--- config.mk ---
export PLATFORM = sky130hd
export DESIGN_NAME = schedule_request_arbiter_flat
export DESIGN_NICKNAME = d
export VERILOG_FILES = /design/src/rtl/schedule_request_arbiter_if.sv /design/src/rtl/schedule_request_arbiter.sv /design/src/flat_wrapper.sv
export SDC_FILE = /design/constraint.sdc
export NUM_CORES = 1
export LEC_CHECK = 0
export BUFFER_PORTS_ARGS = -buffer_cell sky130_fd_sc_hd__buf_2
export CORE_UTILIZATION = 30
export DETAILED_ROUTE_END_ITERATION = 16
export PLACE_DENSITY = 0.49
export SYNTH_ARGS = -nofsm -noshare
export SYNTH_HDL_FRONTEND = slang
export SYNTH_SLANG_ARGS = --single-unit
--- constraint.sdc ---
create_clock -name clk -period 3.4 [get_ports clk]
set_input_delay 0.17 -clock clk [delete_from_list [all_inputs] [get_ports clk]]
set_output_delay 0.17 -clock clk [all_outputs]
set_load 0.01 [all_outputs]
--- src/rtl/schedule_request_arbiter_if.sv ---
// schedule_request_arbiter_if: scheduler request bus between the arbiter (master) and the scheduler (slave).
//   schedEnabled                    master->slave  high for the duration of one transaction
//   schedHasDeschedule/DeschedulePid master->slave  stable while schedEnabled
//   schedHasSchedule/SchedulePid    master->slave  stable while schedEnabled
//   schedFinished                   slave->master  scheduler has completed the transaction
`ifndef ADDRESS_BITS
`define ADDRESS_BITS 4
`endif
interface schedule_request_arbiter_if #(parameter int addrBits = `ADDRESS_BITS);
  logic                schedEnabled;
  logic                schedHasDeschedule;
  logic [addrBits-1:0] schedDeschedulePid;
  logic                schedHasSchedule;
  logic [addrBits-1:0] schedSchedulePid;
  logic                schedFinished;
  modport master(output schedEnabled, schedHasDeschedule, schedDeschedulePid, schedHasSchedule, schedSchedulePid, input schedFinished);
  modport slave(input schedEnabled, schedHasDeschedule, schedDeschedulePid, schedHasSchedule, schedSchedulePid, output schedFinished);
endinterface

--- src/rtl/schedule_request_arbiter.sv ---
// schedule_request_arbiter: round-robin collects core 0/1 schedule requests into a FIFO and issues them to the scheduler.
//   clk, reset (async active-low); core{0,1}Req* request handshake; core{0,1}Active scheduler status;
//   sched: scheduler bus (master); fifoCount occupancy; busy = FIFO non-empty or transaction in progress.
//   Optional macro IDLE_KICK_EN: issue kick transactions while idle with an empty FIFO and an idle core.
module schedule_request_arbiter #(
  parameter int addrBits   = `ADDRESS_BITS,
  parameter int FIFO_DEPTH = 4
) (
  input  logic                          clk,
  input  logic                          reset,
  input  logic                          core0ReqValid,
  input  logic                          core0ReqDeschedule,
  input  logic [addrBits-1:0]           core0ReqDeschPid,
  input  logic                          core0ReqSchedule,
  input  logic [addrBits-1:0]           core0ReqSchedPid,
  output logic                          core0ReqReady,
  input  logic                          core1ReqValid,
  input  logic                          core1ReqDeschedule,
  input  logic [addrBits-1:0]           core1ReqDeschPid,
  input  logic                          core1ReqSchedule,
  input  logic [addrBits-1:0]           core1ReqSchedPid,
  output logic                          core1ReqReady,
  input  logic                          core0Active,
  input  logic                          core1Active,
  schedule_request_arbiter_if.master    sched,
  output logic [$clog2(FIFO_DEPTH):0]   fifoCount,
  output logic                          busy
);
  localparam int ptrBits = $clog2(FIFO_DEPTH);
  localparam int entBits = 2 * addrBits + 2;
  typedef enum logic [1:0] {IDLE, RUN, COOL} state_t;
  state_t state, nextState;
  logic [FIFO_DEPTH-1:0][entBits-1:0] mem;
  logic [ptrBits-1:0] wrPtr, rdPtr;
  logic [entBits-1:0] pushEntry;
  logic rr, notFull, grant0, grant1, push, pop, kick, issue;
  // ready is gated by reset so that every output reads 0 while reset is held
  always_comb begin
    notFull   = reset && (fifoCount < ($clog2(FIFO_DEPTH) + 1)'(FIFO_DEPTH));
    grant0    = core0ReqValid && notFull && (!core1ReqValid || !rr);
    grant1    = core1ReqValid && notFull && (!core0ReqValid || rr);
    push      = grant0 || grant1;
    pushEntry = grant0 ? {core0ReqDeschedule, core0ReqDeschPid, core0ReqSchedule, core0ReqSchedPid}
                       : {core1ReqDeschedule, core1ReqDeschPid, core1ReqSchedule, core1ReqSchedPid};
    pop       = state == IDLE && fifoCount != '0 && !sched.schedFinished;
    issue     = pop || kick;
  end
`ifdef IDLE_KICK_EN
  assign kick = state == IDLE && fifoCount == '0 && (!core0Active || !core1Active) && !sched.schedFinished;
`else
  logic unusedActive;
  assign unusedActive = core0Active | core1Active;
  assign kick = 1'b0;
`endif
  assign core0ReqReady = grant0;
  assign core1ReqReady = grant1;
  always_ff @(posedge clk or negedge reset)
    if (!reset) begin
      wrPtr     <= '0;
      rdPtr     <= '0;
      fifoCount <= '0;
      rr        <= 1'b0;
    end else begin
      wrPtr     <= push ? wrPtr + 1'b1 : wrPtr;
      rdPtr     <= pop ? rdPtr + 1'b1 : rdPtr;
      fifoCount <= fifoCount + {{ptrBits{1'b0}}, push} - {{ptrBits{1'b0}}, pop};
      rr        <= grant0 ? 1'b1 : grant1 ? 1'b0 : rr;
    end
  always_ff @(posedge clk)
    if (push) mem[wrPtr] <= pushEntry;
  always_ff @(posedge clk or negedge reset)
    if (!reset) state <= IDLE;
    else state <= nextState;
  always_comb
    nextState = state == IDLE ? (issue ? RUN : IDLE)
              : state == RUN  ? (sched.schedFinished ? COOL : RUN)
              : (sched.schedFinished ? COOL : IDLE);
  always_comb begin
    sched.schedEnabled = state == RUN;
    busy               = fifoCount != '0 || state != IDLE;
  end
  // a kick loads an all-zero entry (no deschedule, no schedule)
  always_ff @(posedge clk or negedge reset)
    if (!reset) {sched.schedHasDeschedule, sched.schedDeschedulePid, sched.schedHasSchedule, sched.schedSchedulePid} <= '0;
    else if (issue) {sched.schedHasDeschedule, sched.schedDeschedulePid, sched.schedHasSchedule, sched.schedSchedulePid} <= pop ? mem[rdPtr] : '0;
endmodule

--- src/flat_wrapper.sv ---
// flat-port wrapper written by rule: the top's interface ports become plain ports
module schedule_request_arbiter_flat 
#(
  parameter int addrBits   = `ADDRESS_BITS,
  parameter int FIFO_DEPTH = 4
)
  (clk, reset, core0ReqValid, core0ReqDeschedule, core0ReqDeschPid, core0ReqSchedule, core0ReqSchedPid, core0ReqReady, core1ReqValid, core1ReqDeschedule, core1ReqDeschPid, core1ReqSchedule, core1ReqSchedPid, core1ReqReady, core0Active, core1Active, fifoCount, busy, sched_schedEnabled, sched_schedHasDeschedule, sched_schedDeschedulePid, sched_schedHasSchedule, sched_schedSchedulePid, sched_schedFinished);
  schedule_request_arbiter_if #(.addrBits(addrBits)) sched_i ();
  input  logic clk;
  input  logic reset;
  input  logic core0ReqValid;
  input  logic core0ReqDeschedule;
  input  logic [addrBits-1:0] core0ReqDeschPid;
  input  logic core0ReqSchedule;
  input  logic [addrBits-1:0] core0ReqSchedPid;
  output logic core0ReqReady;
  input  logic core1ReqValid;
  input  logic core1ReqDeschedule;
  input  logic [addrBits-1:0] core1ReqDeschPid;
  input  logic core1ReqSchedule;
  input  logic [addrBits-1:0] core1ReqSchedPid;
  output logic core1ReqReady;
  input  logic core0Active;
  input  logic core1Active;
  output logic [$clog2(FIFO_DEPTH):0] fifoCount;
  output logic busy;
  output wire logic [$bits(sched_i.schedEnabled)-1:0] sched_schedEnabled;
  output wire logic [$bits(sched_i.schedHasDeschedule)-1:0] sched_schedHasDeschedule;
  output wire logic [$bits(sched_i.schedDeschedulePid)-1:0] sched_schedDeschedulePid;
  output wire logic [$bits(sched_i.schedHasSchedule)-1:0] sched_schedHasSchedule;
  output wire logic [$bits(sched_i.schedSchedulePid)-1:0] sched_schedSchedulePid;
  input wire logic [$bits(sched_i.schedFinished)-1:0] sched_schedFinished;
  assign sched_schedEnabled = sched_i.schedEnabled;
  assign sched_schedHasDeschedule = sched_i.schedHasDeschedule;
  assign sched_schedDeschedulePid = sched_i.schedDeschedulePid;
  assign sched_schedHasSchedule = sched_i.schedHasSchedule;
  assign sched_schedSchedulePid = sched_i.schedSchedulePid;
  assign sched_i.schedFinished = sched_schedFinished;
  schedule_request_arbiter #(.addrBits(addrBits), .FIFO_DEPTH(FIFO_DEPTH)) u_core (.clk(clk), .reset(reset), .core0ReqValid(core0ReqValid), .core0ReqDeschedule(core0ReqDeschedule), .core0ReqDeschPid(core0ReqDeschPid), .core0ReqSchedule(core0ReqSchedule), .core0ReqSchedPid(core0ReqSchedPid), .core0ReqReady(core0ReqReady), .core1ReqValid(core1ReqValid), .core1ReqDeschedule(core1ReqDeschedule), .core1ReqDeschPid(core1ReqDeschPid), .core1ReqSchedule(core1ReqSchedule), .core1ReqSchedPid(core1ReqSchedPid), .core1ReqReady(core1ReqReady), .core0Active(core0Active), .core1Active(core1Active), .sched(sched_i), .fifoCount(fifoCount), .busy(busy));
endmodule
After elaboration in Yosys (flattened, before gate mapping)
Index checks and enable logic that the tools add are counted.
- input port bits: 27
- output and inout bits: 17
- register bits after elaboration: 60
- logic and storage cells: 55
- equality and inequality tests: 1
- multiplexer cells: 13
- order comparisons: 4
- $add $sub $neg: 4
- reductions and logical operators: 20
- operators by type and width (operator ; count):
    $bwmux 40 ; 1
    $mux 10 ; 3
    $bmux 10 s2 ; 1
    $demux 10 s2 ; 1
    $logic_and 1x1->1 ; 8
    $mux 2 ; 4
    $lt 2x3->1 const B ; 2
    $add 2x1->2 const B ; 2
    $logic_not 1->1 ; 4
    $logic_or 1x1->1 ; 4
    $reduce_bool 2->1 ; 2
    $add 3x1->3 ; 1
    $lt 3x3->1 const B ; 1
    $mux 1 ; 3
    $reduce_bool 3->1 ; 1
    $sub 3x1->3 ; 1
    $eq 2x1->1 const B ; 1
    $ge 2x1->1 const B ; 1
    $logic_not 2->1 ; 1

Longest topological paths before layout
Gate-level depths: netlist of the first run.
- depth in word-level cells: 7
- mapped depth: 11
- depth with buffers taken out: 10

Least setup slack after synthesis of the first run
Ideal clock, no wire load.
- kind: register to register
- start point: register u_core.fifoCount[1]
- end point: register u_core.fifoCount[2]
- stages on the path, launching flop included: 12
- setup slack: 1.009 ns
- data arrival time: 2.260 ns
- data required time: 3.270 ns
- setup time: 0.130 ns
- period minus slack after synthesis: 2.391 ns
- buffers on the path: 1
- path through: dfrtp_1 > nor3_2 > or4_4 > buf_6 > inv_1 > ha_1 > inv_1 > ha_1 > inv_1 > fa_1 > xnor2_1 > xnor2_1
- elaborated cells between the ends (all ways): 12
- those cells by class: 2 x add/sub; 1 x order compare; 9 x reduce/logical
- RTL lines (element ; RTL line ; source):
    start: declaration ; schedule_request_arbiter.sv:26 ; output logic [$clog2(FIFO_DEPTH):0] fifoCount,
    start signal: assignment ; schedule_request_arbiter.sv:66 ; fifoCount <= fifoCount + {{ptrBits{1'b0}}, push} - {{ptrBits{1'b0}}, pop};
    $reduce_bool 3->1 ; schedule_request_arbiter.sv:45 ; pop = state == IDLE && fifoCount != '0 && !sched.schedFinished;
    $logic_and 1x1->1 (2 in a row) ; schedule_request_arbiter.sv:45 ;
    named net u_core.issue ; schedule_request_arbiter.sv:36 ; logic rr, notFull, grant0, grant1, push, pop, kick, issue;
    $sub 3x1->3 ; schedule_request_arbiter.sv:66 ;
The timed path passes the listed nets, and every way through them passes these cells.
A chain may end at the register's enable or synchronous reset.

Final worst setup path of the first run
Ends and elaborated chain as after synthesis.

==> reports/results.ini, run 1 <==
[clocking]
htreeDepth = 3
post_cts_buffers = 0
insertion_delay_ns = 0.33
cts_tree = yes
clkSinkCount = 60
ctsResizeCount = 0
ctsHoldBuffers = 1
cts_buffer_depth = 2
cts_buffers = 9
clkSlewWorstSetupHoldPaths_ns = 0.06
cts-root-buf = clkbuf_8

[placement]
post-place-ws_ns = 0.896
port_buffers = 41
hpwl_mm = 2.93
gp_congestion = 0.640

[synth]
ys.flop_type = edfxtp_1
syn-num-nets = 171
synth_edf_count = 40
synth_cells = 137
synth_cell_type_count = 26
ys_warn_count = 0
ys_seq_elements = 60
netlist_area_sq_um = 2530
async_flop_share = 0.333
avgSynthCellArea_sq_um = 18.5
ys_seq_area_frac = 0.672

[routing]
vias_per_cell = 4.40
drc = 0
vias = 1302
routed_wl_mm = 4.55
ant_nets = 0
wl_per_cell_um = 15.4
drt_iter0_markers = 43
drtPass1Iterations = 4

[worst_setup_path]
reg2reg_depth = 10
critical_path_class = reg -> reg
critPathCaptureType = register
cp_max_fo = 12
crit_path_start = u_core.fifoCount[1]
reg2reg_to = u_core.fifoCount[2]
cp.arrival_ns = 2.71
r2r_start = u_core.fifoCount[1]
cp.required_ns = 3.61
r2r_setup_slack_ns = 0.90
startpoint_type = register

[min_path]
hold_path_depth = 2
min_from = sched_schedFinished
min_path_type = in -> reg
holdPathEnd = u_core.state[0]

[floorplanning]
start_util = 0.310
die_width_um = 93.9
die_h_um = 93.9
ioPinCount = 44
coreArea_sq_um = 8180
rows = 33
die_area_sq_um = 8810

[power_and_ir_drop]
p_int_w = 0.00163
ir_worst_vdd_mv = 0.300
p_leak_nw = 1.20
p_sw_w = 0.000710
p_comb_frac = 0.289
swShare = 0.304
total_power_w = 0.00234
power_density_nw_per_um2 = 778
power.share.sequential = 0.489
p_clk_frac = 0.222

[global_route]
grt_max_degree = 24
grt_pass1_wl_mm = 7.27
grt_pass1_vias = 1387
grt.overflow.total = 0
grtUsageTotal = 0.118
grt_antenna_before_repair = 0

[timing]
hold_viol = 0
finalClockSkew_ns = 0.00483
worst_slew_pin_slew_ns = 0.745
fin_crit_ns = 2.50
fin_crit_sh = 0.735
setup_viol = 0
fin_ws_ns = 0.899
rsz0062_at_grt = false
finalSetupTns_ns = 0
maxSlewViolCount = 0
maxSlewHeadroom = 0.503
fmax_mhz = 400
whs_ns = 0.0274

[run]
maxCapViolCount = 0

[finish]
fillerInstances = 816
antennaDiodeCount = 0
drive_above_1_share = 0.455
nets = 220
syn_to_final_growth_pct = 18.8

[outcome]
run_status = finished clean

cells in the mapped netlist (2+ instances only):
cell      number  area share
mux2_4         8       0.047
xnor2_1        5       0.017
nor2b_1        2      0.0049
ha_1           6       0.030
buf_2          2      0.0040
dfrtp_1       20        0.20
nor2_1         2      0.0030
nand3b_1       2      0.0059
and2_1         4      0.0099
nand2_1        2      0.0030
edfxtp_1      40        0.47
mux2_2        13       0.058
inv_1          9       0.013
mux4_2        10       0.089
kinds of logic after synthesis:
kind of cell             synth area share
multiplexers                        0.194
AO/OA/AOI/OAI                     0.00691
flip-flops                          0.672
AND/OR/NAND/NOR                    0.0489
adder cells (fa/ha/maj)            0.0375
XOR/XNOR                           0.0173
buffers and inverters              0.0232
through the flow:
step	utilization	cell area, sq um	std cells
2_1_floorplan	-	2530	137
3_3_place_gp	0.348	2840	279
3_5_place_dp	0.348	2840	279
4_1_cts	0.368	3010	296
5_1_grt	0.368	3010	296
6_report	0.368	3010	296
layout by cell type (no fill, tap or decap), drive strengths merged:
| cell type | n |
|---|---|
| a21o | 1 |
| a21oi | 1 |
| and2 | 4 |
| buf | 41 |
| clkbuf | 13 |
| clkinv | 3 |
| dfrtp | 20 |
| dlygate4sd3 | 1 |
| edfxtp | 40 |
| fa | 1 |
| ha | 6 |
| inv | 9 |
| mux2 | 21 |
| mux4 | 10 |
| nand2 | 2 |
| nand3b | 2 |
| nand4bb | 1 |
| nor2 | 2 |
| nor2b | 2 |
| nor3 | 2 |
| nor3b | 1 |
| nor4 | 1 |
| o21ai | 1 |
| or4 | 1 |
| xnor2 | 5 |
power by group through the flow:
stage,clock network [W],logic [W],registers (W)
global placement,0,0.000662,0.00115
CTS,0.000539,0.000691,0.00115
global route,0.000569,0.000746,0.00118
finish,0.000520,0.000675,0.00114
floorplan,0,0.000512,0.00111
detailed placement,0,0.000687,0.00117
critical path, stage by stage (launching register included):
cell,delay [ns]
dfrtp_1,0.48
nor3_2,0.09
or4_4,0.58
inv_1,0.11
ha_1,0.22
inv_1,0.06
ha_1,0.13
inv_1,0.05
fa_1,0.38
xnor2_1,0.15
xnor2_1,0.13
registers in the layout, indices dropped and copies added (netlist names):
signal and count:
u_core.mem 40, u_core.sched.schedDeschedulePid 4, u_core.sched.schedSchedulePid 4, u_core.fifoCount 3, u_core.rdPtr 2, u_core.state 2
u_core.wrPtr 2, u_core.rr 1, u_core.sched.schedHasDeschedule 1, u_core.sched.schedHasSchedule 1
worst max path at each step:
stage	end	slack [ns]	depth (start not counted)
2_1_floorplan	u_core.fifoCount[2]	1.01	11
3_3_place_gp	u_core.fifoCount[2]	0.97	10
3_5_place_dp	u_core.fifoCount[2]	0.90	10
4_1_cts	u_core.fifoCount[2]	0.89	10
5_1_grt	u_core.fifoCount[2]	0.74	10
6_report	u_core.fifoCount[2]	0.90	10
final cells by class:
cell class	instances	area [sq um]	share of cell area
clock buffers	13	139	0.0462
clock inverters	3	15.0	0.00499
inverters	9	33.8	0.0112
multi-input cells	64	772	0.257
flip-flops and latches	60	1700	0.566
well taps	105	131	0.0437
repair buffers	42	215	0.0715
layer usage:
layer / GRT usage / share of wire
met5: 0 / 0
met4: 0.0692 / 0.013
met3: 0.0332 / 0.050
met2: 0.180 / 0.47
met1: 0.149 / 0.47
(Power assumes the default switching activity.)
==> run 2, diff against run 1 <==
Clock period 3.4 ns to 2.35 ns, I/O delays scaled along.
==> run 2 against run 1 <==
Net effect:
- routed wire length up 4.4%
- global-route usage up 0.24 points
- first-iteration DRC count up 4.7%
- non-clock buffer count up 5
==> reports/results.ini, run 2 (synthesized netlist as in run 1, its figures left out) <==
[outcome]
run_status = finished clean  ; unchanged

[worst_setup_path]
reg2reg_depth = 10  ; unchanged
cp_max_fo = 4  ; was 12
startpoint_type = input port  ; was register
cp.arrival_ns = 2.52  ; was 2.71 ns
r2r_setup_slack_ns = 0.14  ; was 0.90 ns
cp.required_ns = 2.60  ; was 3.61 ns
reg2reg_to = u_core.fifoCount[2]  ; unchanged
r2r_start = u_core.fifoCount[2]  ; was u_core.fifoCount[1]
critical_path_class = in -> reg  ; was reg -> reg
critPathCaptureType = register  ; unchanged

[min_path]
holdPathEnd = u_core.rr  ; was u_core.state[0]
min_from = core0ReqValid  ; was sched_schedFinished
min_path_type = in -> reg  ; unchanged
hold_path_depth = 3  ; was 2

[finish]
drive_above_1_share = 0.490  ; was 0.455
layout_common_cells = 41 x buf_2, 40 x edfxtp_1, 18 x dfrtp_1  ; was 41 x buf_2, 40 x edfxtp_1, 20 x dfrtp_1
largest_reg_flops = 40  ; unchanged
nets = 225  ; was 220
final_common_cell = buf_2  ; unchanged
syn_to_final_growth_pct = 23.0  ; was 18.8%
antennaDiodeCount = 0  ; unchanged
stdcell_count = 301  ; was 296
largest-register = u_core.mem  ; unchanged
final_util = 0.381  ; was 0.368

[global_route]
grt_antenna_before_repair = 0  ; unchanged
grtUsageTotal = 0.120  ; was 0.118
grt_max_degree = 13  ; was 24
grt_pass1_wl_mm = 7.35  ; was 7.27 mm
grt.overflow.total = 0  ; unchanged
grt_pass1_vias = 1455  ; was 1387

[floorplanning]
ioPinCount = 44  ; unchanged
coreArea_sq_um = 8180  ; unchanged
die_h_um = 93.9  ; unchanged
die_width_um = 93.9  ; unchanged
rows = 33  ; unchanged
start_util = 0.310  ; unchanged
die_area_sq_um = 8810  ; unchanged

[placement]
hpwl_mm = 3.12  ; was 2.93 mm
placed_cells = 283  ; was 279
gp_congestion = 0.685  ; was 0.640
port_buffers = 41  ; unchanged

[routing]
drtPass1Iterations = 4  ; unchanged
drc = 0  ; unchanged
drt_iter0_markers = 45  ; was 43
wl_per_cell_um = 15.8  ; was 15.4 um
vias_per_cell = 4.38  ; was 4.40
vias = 1318  ; was 1302
routed_wl_mm = 4.75  ; was 4.55 mm
ant_nets = 0  ; unchanged

[power_and_ir_drop]
power.share.sequential = 0.436  ; was 0.489
p_int_w = 0.00260  ; was 0.00163 W
p_leak_nw = 1.24  ; was 1.20 nW
p_comb_frac = 0.289  ; about the same
p_sw_w = 0.00108  ; was 0.000710 W
ir_worst_vdd_mv = 0.358  ; was 0.300 mV
swShare = 0.294  ; was 0.304
p_clk_frac = 0.275  ; was 0.222
power_density_nw_per_um2 = 1180  ; was 778 nW/um^2

[timing]
hold_viol = 0  ; unchanged
fin_crit_sh = 0.963
worst_slew_pin_slew_ns = 0.614  ; was 0.745 ns
maxSlewViolCount = 0  ; unchanged
finalClockSkew_ns = 0.0104  ; was 0.00483 ns
rsz0062_at_grt = false  ; unchanged
setup_viol = 0  ; unchanged
whs_ns = 0.110  ; was 0.0274 ns
fmax_mhz = 442
finalSetupTns_ns = 0  ; unchanged
fin_crit_ns = 2.26
maxSlewHeadroom = 0.591  ; was 0.503

[clocking]
cts_buffers = 9  ; unchanged
clkSlewWorstSetupHoldPaths_ns = 0.07  ; was 0.06 ns
cts_tree = yes  ; unchanged
insertion_delay_ns = 0.34  ; was 0.33 ns
cts-root-buf = clkbuf_8  ; unchanged
clkSinkCount = 60  ; unchanged
cts_buffer_depth = 2  ; unchanged
htreeDepth = 3  ; unchanged

[run]
maxCapViolCount = 0  ; unchanged

## run 2: worst max path at each step
| stage | depth (start not counted) | startpoint | endpoint |
|---|---|---|---|
| after floorplan | 11 | u_core.fifoCount[1] | u_core.fifoCount[2] |
| after global placement | 9 | u_core.state[0] | u_core.fifoCount[2] |
| after detailed placement | 10 | u_core.fifoCount[2] | u_core.fifoCount[2] |
| after CTS | 11 | sched_schedFinished | u_core.fifoCount[2] |
| after global routing | 11 | sched_schedFinished | u_core.fifoCount[2] |
| final | 11 | sched_schedFinished | u_core.fifoCount[2] |
## run 2: worst max-delay path, cell delays in order
cell	delay [ns]
dlygate4sd3_1	0.54
buf_2	0.14
or4_4	0.53
inv_1	0.07
ha_1	0.21
inv_1	0.06
ha_1	0.12
inv_1	0.05
fa_2	0.34
xnor2_1	0.19
xnor2_1	0.14
## run 2: final cells by class
type | instances | area [sq um]
clock buffer | 9 | 124
clock inverter | 7 | 91.3
fill | 757 | 5060
inverter | 9 | 33.8
multi-input combinational | 64 | 774
sequential | 60 | 1700
tap | 105 | 131
timing repair buffer | 47 | 255
## run 2: what timing repair did
item | in CTS | in global routing
hold endpoints to repair | 21 | 0
gates resized for setup | 0 | 1
hold buffers | 2 | 0
buffers inserted | 0 | 0
setup endpoints to repair | 0 | 1
## run 2: power groups by stage
stage	logic, W	registers [W]	clock network, W
after floorplan	0.000740	0.00161	0
after global placement	0.00104	0.00161	0
after detailed placement	0.00108	0.00163	0
after CTS	0.00109	0.00161	0.00104
after global routing	0.00118	0.00164	0.00109
final	0.00106	0.00161	0.00101
## run 2: per-stage QoR
step           area [sq um]  worst slack [ns]  total power [W]
5_1_grt                3110           0.00512          0.00391
4_1_cts                3110            0.0642          0.00374
3_5_place_dp           2880             0.126          0.00271
6_report               3110            0.0859          0.00368
2_1_floorplan          2530            0.0332          0.00235
3_3_place_gp           2880             0.188          0.00266
## run 2: metal layers
| metal | vias up | track usage | part of all wire |
|---|---|---|---|
| met3 | 10 | 0.0437 | 0.042 |
| met5 | - | 0 | 0 |
| met2 | 31 | 0.196 | 0.50 |
| met1 | 652 | 0.137 | 0.44 |
| li1 | 625 | - | - |
| met4 | 0 | 0.0641 | 0.017 |
==> run 3, diff against run 2 <==
Clock period 2.35 ns to 2.85 ns, I/O delays scaled along.
==> run 3 against run 2 <==
Net effect:
- first-iteration DRC count is the same
- global-route usage fell by 0.57 points
- largest cell class unchanged
- routed wire length fell by 5.4%
- die area unchanged
- sequential power down 16%
- non-clock buffer count down 2
- sequential cell count did not move
- critical path depth did not move
- clock skew fell by 0.0017 ns
- sequential share of layout area is essentially flat
- total power shrank 18%
- clock power decreased by 16%
==> reports/results.ini, run 3 (synthesized netlist as in run 1, its figures left out) <==
[worst_setup_path]
critPathCaptureType = register  ; unchanged
cp.required_ns = 3.07  ; was 2.60 ns
r2r_setup_slack_ns = 0.58  ; was 0.14 ns
critical_path_class = in -> reg  ; unchanged
cp.arrival_ns = 2.50  ; was 2.52 ns
cp_max_fo = 4  ; unchanged
startpoint_type = input port  ; unchanged

[timing]
setup_viol = 0  ; unchanged
fin_crit_ns = 2.28
fmax_mhz = 438
worst_slew_pin_slew_ns = 0.775  ; was 0.614 ns
maxSlewViolCount = 0  ; unchanged
fin_crit_sh = 0.801
finalClockSkew_ns = 0.00867  ; was 0.0104 ns
maxSlewHeadroom = 0.483  ; was 0.591
finalSetupTns_ns = 0  ; unchanged
hold_viol = 0  ; unchanged
rsz0062_at_grt = false  ; unchanged

[power_and_ir_drop]
p_int_w = 0.00216  ; was 0.00260 W
swShare = 0.285  ; was 0.294
total_power_w = 0.00302  ; was 0.00368 W
ir_worst_vdd_mv = 0.343  ; was 0.358 mV
power.share.sequential = 0.451  ; was 0.436
p_clk_frac = 0.280  ; was 0.275
p_leak_nw = 1.25  ; was 1.24 nW
p_sw_w = 0.000859  ; was 0.00108 W
p_comb_frac = 0.269  ; was 0.289
power_density_nw_per_um2 = 971  ; was 1180 nW/um^2

[finish]
syn_to_final_growth_pct = 22.8  ; was 23.0%
final_common_cell = buf_2  ; unchanged
layout_common_cells = 41 x buf_2, 40 x edfxtp_1, 20 x dfrtp_1  ; was 41 x buf_2, 40 x edfxtp_1, 18 x dfrtp_1
design_area_sq_um = 3110  ; about the same
largest-register = u_core.mem  ; unchanged
antennaDiodeCount = 0  ; unchanged
drive_above_1_share = 0.479  ; was 0.490
nets = 223  ; was 225
largest_reg_flops = 40  ; unchanged

[routing]
routed_wl_mm = 4.49  ; was 4.75 mm
drt_iter0_markers = 45  ; unchanged
vias = 1310  ; was 1318
drc = 0  ; unchanged
ant_nets = 0  ; unchanged
drtPass1Iterations = 4  ; unchanged
wl_per_cell_um = 15.0  ; was 15.8 um
vias_per_cell = 4.38  ; about the same

[global_route]
grt_max_degree = 13  ; unchanged
grt_pass1_vias = 1386  ; was 1455
grtUsageTotal = 0.115  ; was 0.120
grt_antenna_before_repair = 0  ; unchanged
grt.overflow.total = 0  ; unchanged
grt_pass1_wl_mm = 7.07  ; was 7.35 mm

[clocking]
cts_buffers = 9  ; unchanged
htreeDepth = 3  ; unchanged
cts_buffer_depth = 2  ; unchanged
ctsResizeCount = 0  ; unchanged
clkSinkCount = 60  ; unchanged
cts_tree = yes  ; unchanged
post_cts_buffers = 0  ; unchanged
cts-root-buf = clkbuf_8  ; unchanged
insertion_delay_ns = 0.33  ; was 0.34 ns
clkSlewWorstSetupHoldPaths_ns = 0.07  ; about the same

[placement]
port_buffers = 41  ; unchanged
place_area_sq_um = 2860  ; was 2880 sq um
gp_congestion = 0.621  ; was 0.685
hpwl_mm = 3.02  ; was 3.12 mm

[floorplanning]
ioPinCount = 44  ; unchanged
die_area_sq_um = 8810  ; unchanged
die_h_um = 93.9  ; unchanged
rows = 33  ; unchanged
coreArea_sq_um = 8180  ; unchanged
die_width_um = 93.9  ; unchanged
start_util = 0.310  ; unchanged

[outcome]
run_status = finished clean  ; unchanged

[run]
maxCapViolCount = 0  ; unchanged

[min_path]
min_path_type = in -> reg  ; unchanged

-- run 3: cell count changes in the layout (fill, tap and decap cells not counted), moves of 2 or more --
cell and change:
dfrtp_1 +2, clkbuf_8 +3, buf_4 -2, clkinv_2 +2, dfrtp_2 -2, clkinvlp_4 -2
clkinv_1 -2
-- run 3: power groups by stage --
stage                     Sequential (W)  Clock, W  Combinational, W
after floorplan                  0.00133         0          0.000610
after global placement           0.00138         0          0.000796
after detailed placement         0.00139         0          0.000824
after CTS                        0.00137  0.000871          0.000827
after global routing             0.00140  0.000903          0.000889
final                            0.00136  0.000846          0.000811
-- run 3: metrics by stage --
step	util	hold slack, ns	instances	setup WS (ns)
final	0.380	0.158	299	0.567
after global routing	0.380	0.141	299	0.445
after CTS	0.380	0.137	299	0.564
after detailed placement	0.350	0.0349	281	0.582
after global placement	0.350	0.0366	281	0.620
after floorplan	-	-0.153	137	0.459
-- run 3: area by class of cell --
| class | count | area [sq um] |
|---|---|---|
| Tap cell | 105 | 131 |
| Inverter | 9 | 33.8 |
| Fill cell | 774 | 5070 |
| Clock buffer | 13 | 190 |
| Sequential cell | 60 | 1700 |
| Multi-Input combinational cell | 64 | 772 |
| Timing Repair Buffer | 45 | 240 |
| Clock inverter | 3 | 40.0 |
-- run 3: timing repair --
item / in CTS / in global routing
endpoints found under the setup margin: 0 / 0
endpoints found under the hold margin: 21 / 0
hold buffers: 2 / 0
-- run 3: path summary, 6_finish.rpt --
kind	start	end	depth (start not counted)
min reg2reg	u_core.state[1]	u_core.state[0]	1
max	sched_schedFinished	u_core.fifoCount[2]	11
min	core0ReqValid	u_core.rr	3
max in group asynchronous	reset	u_core.sched.schedDeschedulePid[2]	3
max reg2reg	u_core.fifoCount[2]	u_core.fifoCount[2]	10
min in group asynchronous	reset	u_core.sched.schedSchedulePid[2]	2
-- run 3: critical path, stage by stage --
cell and delay [ns]:
dlygate4sd3_1 0.53, buf_2 0.14, or4_4 0.54, inv_1 0.07
ha_1 0.21, inv_1 0.05, ha_1 0.13, inv_1 0.05
fa_1 0.37, xnor2_1 0.14, xnor2_1 0.13
-- run 3: routing by layer --
layer | vias to the layer above | GRT usage | part of all wire
met5 | - | 0 | 0
met4 | 0 | 0.0654 | 0.014
met3 | 7 | 0.0324 | 0.049
met2 | 33 | 0.172 | 0.49
met1 | 653 | 0.148 | 0.45
li1 | 617 | - | -
